[src/rtl/mux3_bus_arbiter_if.sv]
// mux3_bus_arbiter_if: request/data/grant bundle shared by the three requesters,
// the round-robin arbiter and the downstream consumer of the selected word.
// master = requester/consumer side, slave = arbiter side.
interface mux3_bus_arbiter_if #(
    parameter int WIDTH = 32
);
    logic [2:0]       req;
    logic [WIDTH-1:0] data0;
    logic [WIDTH-1:0] data1;
    logic [WIDTH-1:0] data2;
    logic [2:0]       gnt;
    logic             sel1;
    logic             sel2;
    logic [WIDTH-1:0] out_data;
    logic             out_valid;

    modport master (
        output req,
        output data0,
        output data1,
        output data2,
        input  gnt,
        input  sel1,
        input  sel2,
        input  out_data,
        input  out_valid
    );

    modport slave (
        input  req,
        input  data0,
        input  data1,
        input  data2,
        output gnt,
        output sel1,
        output sel2,
        output out_data,
        output out_valid
    );
endinterface

[src/rtl/mux3_bus_arbiter.sv]
// mux3_bus_arbiter: round-robin arbiter for the shared three-input datapath mux.
// Issues a registered one-hot grant plus the mux select pair (sel1, sel2) and
// registers the selected word with a valid flag for the downstream consumer.
// Ownership is released when the owner drops its request; the next requester
// in rotation is granted on the same edge, so handoffs have no idle cycle.
// Optional build macro ARB_HOLD_LIMIT_EN: caps one owner's tenure at MAX_HOLD
// consecutive grant cycles whenever another requester is waiting.
module mux3_bus_arbiter #(
    parameter int WIDTH    = 32,
    parameter int MAX_HOLD = 8
) (
    input logic               clk,
    input logic               rst,
    mux3_bus_arbiter_if.slave bus
);

    // hold_cnt only ever needs to reach MAX_HOLD-1 (MAX_HOLD >= 2)
    localparam int                HOLD_W    = $clog2(MAX_HOLD);
    localparam logic [HOLD_W-1:0] HOLD_LAST = HOLD_W'(MAX_HOLD - 1);

    typedef enum logic {
        IDLE,
        OWN
    } state_t;

    state_t            state;
    logic [1:0]        owner;
    logic [1:0]        last_owner;
    logic [HOLD_W-1:0] hold_cnt;

    logic [2:0]        gnt_q;
    logic              sel1_q;
    logic              sel2_q;
    logic [WIDTH-1:0]  out_data_q;
    logic              out_valid_q;

    logic              owner_req;
    logic [WIDTH-1:0]  owner_data;
    logic [2:0]        owner_mask;
    logic [1:0]        base;
    logic [2:0]        cand_req;
    logic              pick_valid;
    logic [1:0]        pick_idx;
    logic              hold_preempt;

    // Requester index to one-hot grant vector
    function automatic logic [2:0] onehot(input logic [1:0] idx);
        logic [2:0] v;
        v = 3'b000;
        case (idx)
            2'd0:    v = 3'b001;
            2'd1:    v = 3'b010;
            default: v = 3'b100;
        endcase
        return v;
    endfunction

    // Current owner's request, data word and mask bit (all zero when idle)
    always_comb begin
        owner_req  = 1'b0;
        owner_data = '0;
        owner_mask = 3'b000;
        if (state == OWN) begin
            case (owner)
                2'd0: begin
                    owner_req  = bus.req[0];
                    owner_data = bus.data0;
                    owner_mask = 3'b001;
                end
                2'd1: begin
                    owner_req  = bus.req[1];
                    owner_data = bus.data1;
                    owner_mask = 3'b010;
                end
                default: begin
                    owner_req  = bus.req[2];
                    owner_data = bus.data2;
                    owner_mask = 3'b100;
                end
            endcase
        end
    end

    // Round-robin pick: search starts after the owner being released (or after
    // last_owner when idle); the releasing owner itself is never a candidate
    always_comb begin
        base       = (state == OWN) ? owner : last_owner;
        cand_req   = bus.req & ~owner_mask;
        pick_valid = |cand_req;
        pick_idx   = 2'd0;
        case (base)
            2'd0: begin
                if (cand_req[1])      pick_idx = 2'd1;
                else if (cand_req[2]) pick_idx = 2'd2;
                else                  pick_idx = 2'd0;
            end
            2'd1: begin
                if (cand_req[2])      pick_idx = 2'd2;
                else if (cand_req[0]) pick_idx = 2'd0;
                else                  pick_idx = 2'd1;
            end
            default: begin
                if (cand_req[0])      pick_idx = 2'd0;
                else if (cand_req[1]) pick_idx = 2'd1;
                else                  pick_idx = 2'd2;
            end
        endcase
    end

`ifdef ARB_HOLD_LIMIT_EN
    // Forced release once the owner has held for MAX_HOLD cycles and someone waits
    assign hold_preempt = (state == OWN) && owner_req && (hold_cnt == HOLD_LAST) && pick_valid;
`else
    // Without the hold limit the owner keeps the grant until it drops req
    assign hold_preempt = 1'b0;
`endif

    // Arbitration FSM with registered grant, mux selects and captured data
    always_ff @(posedge clk or posedge rst) begin
        if (rst) begin
            state       <= IDLE;
            owner       <= 2'd0;
            last_owner  <= 2'd2;
            hold_cnt    <= '0;
            gnt_q       <= 3'b000;
            sel1_q      <= 1'b0;
            sel2_q      <= 1'b0;
            out_data_q  <= '0;
            out_valid_q <= 1'b0;
        end else begin
            case (state)
                IDLE: begin
                    out_valid_q <= 1'b0;
                    hold_cnt    <= '0;
                    if (pick_valid) begin
                        state  <= OWN;
                        owner  <= pick_idx;
                        gnt_q  <= onehot(pick_idx);
                        sel1_q <= (pick_idx == 2'd1);
                        sel2_q <= (pick_idx == 2'd2);
                    end else begin
                        gnt_q  <= 3'b000;
                        sel1_q <= 1'b0;
                        sel2_q <= 1'b0;
                    end
                end
                OWN: begin
                    if (owner_req) begin
                        out_data_q  <= owner_data;
                        out_valid_q <= 1'b1;
                        if (hold_preempt) begin
                            last_owner <= owner;
                            owner      <= pick_idx;
                            gnt_q      <= onehot(pick_idx);
                            sel1_q     <= (pick_idx == 2'd1);
                            sel2_q     <= (pick_idx == 2'd2);
                            hold_cnt   <= '0;
                        end else if (hold_cnt != HOLD_LAST) begin
                            hold_cnt <= hold_cnt + 1'b1;
                        end
                    end else begin
                        last_owner  <= owner;
                        out_valid_q <= 1'b0;
                        hold_cnt    <= '0;
                        if (pick_valid) begin
                            owner  <= pick_idx;
                            gnt_q  <= onehot(pick_idx);
                            sel1_q <= (pick_idx == 2'd1);
                            sel2_q <= (pick_idx == 2'd2);
                        end else begin
                            state  <= IDLE;
                            gnt_q  <= 3'b000;
                            sel1_q <= 1'b0;
                            sel2_q <= 1'b0;
                        end
                    end
                end
                default: begin
                    state  <= IDLE;
                    gnt_q  <= 3'b000;
                    sel1_q <= 1'b0;
                    sel2_q <= 1'b0;
                end
            endcase
        end
    end

    assign bus.gnt       = gnt_q;
    assign bus.sel1      = sel1_q;
    assign bus.sel2      = sel2_q;
    assign bus.out_data  = out_data_q;
    assign bus.out_valid = out_valid_q;

endmodule

[src/flat_wrapper.sv]
// flat-port wrapper written by rule: the top's interface ports become plain ports
module mux3_bus_arbiter_flat 
#(
    parameter int WIDTH    = 32,
    parameter int MAX_HOLD = 8
)
  (clk, rst, bus_req, bus_data0, bus_data1, bus_data2, bus_gnt, bus_sel1, bus_sel2, bus_out_data, bus_out_valid);
  mux3_bus_arbiter_if #(.WIDTH(WIDTH)) bus_i ();
  input logic clk;
  input logic rst;
  input wire logic [$bits(bus_i.req)-1:0] bus_req;
  input wire logic [$bits(bus_i.data0)-1:0] bus_data0;
  input wire logic [$bits(bus_i.data1)-1:0] bus_data1;
  input wire logic [$bits(bus_i.data2)-1:0] bus_data2;
  output wire logic [$bits(bus_i.gnt)-1:0] bus_gnt;
  output wire logic [$bits(bus_i.sel1)-1:0] bus_sel1;
  output wire logic [$bits(bus_i.sel2)-1:0] bus_sel2;
  output wire logic [$bits(bus_i.out_data)-1:0] bus_out_data;
  output wire logic [$bits(bus_i.out_valid)-1:0] bus_out_valid;
  assign bus_i.req = bus_req;
  assign bus_i.data0 = bus_data0;
  assign bus_i.data1 = bus_data1;
  assign bus_i.data2 = bus_data2;
  assign bus_gnt = bus_i.gnt;
  assign bus_sel1 = bus_i.sel1;
  assign bus_sel2 = bus_i.sel2;
  assign bus_out_data = bus_i.out_data;
  assign bus_out_valid = bus_i.out_valid;
  mux3_bus_arbiter #(.WIDTH(WIDTH), .MAX_HOLD(MAX_HOLD)) u_core (.clk(clk), .rst(rst), .bus(bus_i));
endmodule
[config.mk]
export PLATFORM = sky130hd
export DESIGN_NAME = mux3_bus_arbiter_flat
export DESIGN_NICKNAME = d
export VERILOG_FILES = /design/src/rtl/mux3_bus_arbiter_if.sv /design/src/rtl/mux3_bus_arbiter.sv /design/src/flat_wrapper.sv
export SDC_FILE = /design/constraint.sdc
export NUM_CORES = 1
export LEC_CHECK = 0
export ABC_AREA = 1
export CORE_MARGIN = 2
export CORE_UTILIZATION = 38
export DETAILED_ROUTE_END_ITERATION = 12
export PLACE_DENSITY = 0.8
export SYNTH_ARGS = -nofsm -noshare
export SYNTH_HDL_FRONTEND = slang
export SYNTH_SLANG_ARGS = --single-unit
[constraint.sdc]
create_clock -name clk -period 1.75 [get_ports clk]
set_input_delay 0.35 -clock clk [delete_from_list [all_inputs] [get_ports clk]]
set_output_delay 0.35 -clock clk [all_outputs]
set_load 0.01 [all_outputs]
==> flow_summary_export.csv <==
group,metric,value,unit
floorplanning,dieArea,6950,sq um
worst_setup_path,start_kind,"flop",
route,drtIter0Drc,78,
timing,slew_violations,0,
worst_setup_path,worst_setup_path_end_kind,"primary output",
clocking,ctsHoldBuffers,0,
yosys,ys_ff_latch,43,
yosys,synth.distinct_cells,23,
clocking,clock-sinks,43,
worst_setup_path,crit_required,1.40,ns
route,vias,2459,
clocking,ctsLongestPathBuffers,2,
finish,design_area,4010,sq um
placement,hpwl,5.55,mm
floorplanning,die_w,83.4,um
timing,max_freq,637,MHz
worst_hold_path,hold_path.class,"in -> async",
power_and_ir_drop,pwr-share-clk,0.095,
finish,nets,525,
floorplanning,die_h,83.4,um
worst_setup_path,crit_buf_inv,1,
finish,multi_input_area,1150,sq um
yosys,syn_area_per_cell,8.52,sq um
yosys,synth_nets,382,
worst_setup_path,worstPathCellList,"clkdlybuf4s50_1",
placement,portBuffers,138,
finish,drive_above_1_share,0.125,
power_and_ir_drop,comb_power_share,0.634,
timing,rsz0062_at_grt,"false",
worst_setup_path,crit_type,"reg -> out",
floorplanning,ios,139,
power_and_ir_drop,power.switching,2.70,mW
power_and_ir_drop,power.density,1660,nW/um^2
yosys,yosysWarnings,0,
route,drt-total-wl,7.03,mm
yosys,seq_area_frac_synth,0.450,
worst_setup_path,crit_family,"buffers and inverters",
clocking,root_buffer,"clkbuf_8",
placement,dpl-instance-area,3920,sq um
power_and_ir_drop,leakage,1.78,nW
clocking,cts_resized,0,
worst_setup_path,critPathLaunch,"u_core.bus.gnt[1]",
clocking,cts_made_buffers,5,
timing,slew_headroom,0.816,
finish,areaGrowthSynthToFinish,67.3,%
clocking,h-tree-depth,2,
finish,layoutNonFillerInstCount,499,
clocking,clkTransAtPathRegs,0.08,ns
global_route,grt_usage,0.211,
route,drt.antenna.violating_nets,0,
clocking,cts_tree,"done",
yosys,netlist_instances,281,
power_and_ir_drop,vdd_drop_max,0.860,mV
finish,fillCellCount,524,
clocking,post_cts_buffers,0,
yosys,syn_area,2390,sq um
floorplanning,row_count,28,
finish,insertedDiodeCount,0,
route,firstDrtPassIters,5,
flow_run,drv_cap,0,
power_and_ir_drop,swShare,0.407,
power_and_ir_drop,seq_power_share,0.271,
clocking,clk_latency,0.29,ns
timing,finalSetupViolations,0,
placement,dp_cells,492,
timing,hold_violations,0,
worst_setup_path,cp_slowest_cell,"clkdlybuf4s50_1",
timing,skew,0.00651,ns
power_and_ir_drop,power.internal,3.94,mW
timing,fin_crit_sh,0.897,
timing,worstMarginPinSlew,0.276,ns
global_route,antenna_found_initial,0,
floorplanning,start_util,0.400,
worst_setup_path,r2r_start,"u_core.owner[1]",
finish,regArea,1080,sq um
route,drc,0,
timing,fin_crit,1.57,ns
global_route,grt_max_degree,25,
worst_setup_path,slowest_delay,0.56,ns
finish,utilization,0.669,
global_route,grt_pass1_vias,2499,
global_route,grt_overflow,0,
floorplanning,core_area,5990,sq um
route,viasPerCell,4.93,
placement,routabilityCongestion,0.874,
run_status,outcome,"finished, final reports clean",
global_route,grt_pass1_wl,12.1,mm
timing,whs,0.304,ns
worst_setup_path,crit_fanout,2,
worst_setup_path,cp.arrival,1.22,ns
route,post_drt_wl_per_cell,14.1,um
cells in the mapped netlist:
library cell	n	area, sq um
a21oi_2	1	8.76
a22oi_1	22	165
buf_1	1	3.75
buf_2	1	5.00
buf_4	1	7.51
buf_6	6	67.6
clkbuf_1	8	30.0
dfrtp_1	42	1050
dfstp_2	1	26.3
inv_1	10	37.5
inv_4	2	12.5
nand2_1	111	417
nand2_2	1	6.26
nand3_1	19	95.1
nand3_2	22	220
nand3_4	1	17.5
nand4_1	1	6.26
nor2_1	3	11.3
nor2_4	1	11.3
o21a_1	22	165
o21ai_0	2	10.0
o21ai_1	2	10.0
or2_4	1	8.76
final timing paths:
path / to / slack [ns] / cells after the start
worst max-delay path: bus_gnt[1] / 0.18 / 1
worst min-delay path: u_core.bus.out_data[31] / 0.30 / 2
worst min register to register: u_core.bus.out_data[15] / 0.48 / 2
min in group clk: u_core.bus.out_data[15] / 0.48 / 2
worst max register to register: u_core.owner[0] / 0.22 / 8
max in group asynchronous: u_core.last_owner[1] / 0.94 / 3
cell type report:
type                            count  share of cell area
Clock buffer                        6              0.0206
Clock inverter                      1             0.00125
Inverter                           12              0.0125
Multi-Input combinational cell    209               0.288
Sequential cell                    43               0.269
Tap cell                           75              0.0234
Timing Repair Buffer              153               0.386
metrics by stage:
step / total power, mW / setup TNS [ns] / setup WS, ns
finish: 6.64 / 0 / 0.180
CTS: 6.73 / 0 / 0.170
global placement: 5.94 / -0.0626 / -0.0100
floorplan: 4.30 / 0 / 0.374
detailed placement: 6.09 / -0.623 / -0.0573
global route: 7.22 / 0 / 0.0132
per-layer routing:
layer  global-route usage  vias up  routed length (um)
met3               0.0656        6                 529
met1                0.250     1138                2920
met2                0.375       95                3530
met4               0.0447        0                  55
met5                    0        -                   0
li1                     -     1220                   -
layout by cell type (no fill, tap or decap), drive strengths merged:
master,Yosys,final
a22oi,22,22
dfstp,1,1
nand2,112,112
nand3,42,42
buf,9,15
clkbuf,8,6
o21a,22,22
or2,1,1
dfrtp,42,42
clkinv,0,1
inv,12,12
nor2,4,4
a21oi,1,1
nand4,1,1
clkdlybuf4s50,0,138
o21ai,4,4
cell families after synthesis:
logic type | after synthesis | share of synthesized area
buffers and inverters | 29 | 0.0685
DFF | 43 | 0.450
and+or+nand+nor | 160 | 0.331
AOI/OAI and AO/OA | 49 | 0.150
registers in the layout, indices dropped and copies added (netlist names):
name                  cells
u_core.bus.gnt            3
u_core.bus.out_data      32
u_core.bus.out_valid      1
u_core.bus.sel1           1
u_core.bus.sel2           1
u_core.last_owner         2
u_core.owner              2
u_core.state              1
power by group through the flow:
stage | sequential [mW] | clock [mW] | combinational, mW
floorplan | 1.98 | 0 | 2.32
global placement | 1.81 | 0 | 4.13
detailed placement | 1.82 | 0 | 4.27
CTS | 1.80 | 0.654 | 4.28
global route | 1.86 | 0.707 | 4.65
finish | 1.80 | 0.631 | 4.21
Note: power is estimated with default switching activity, not from simulation.
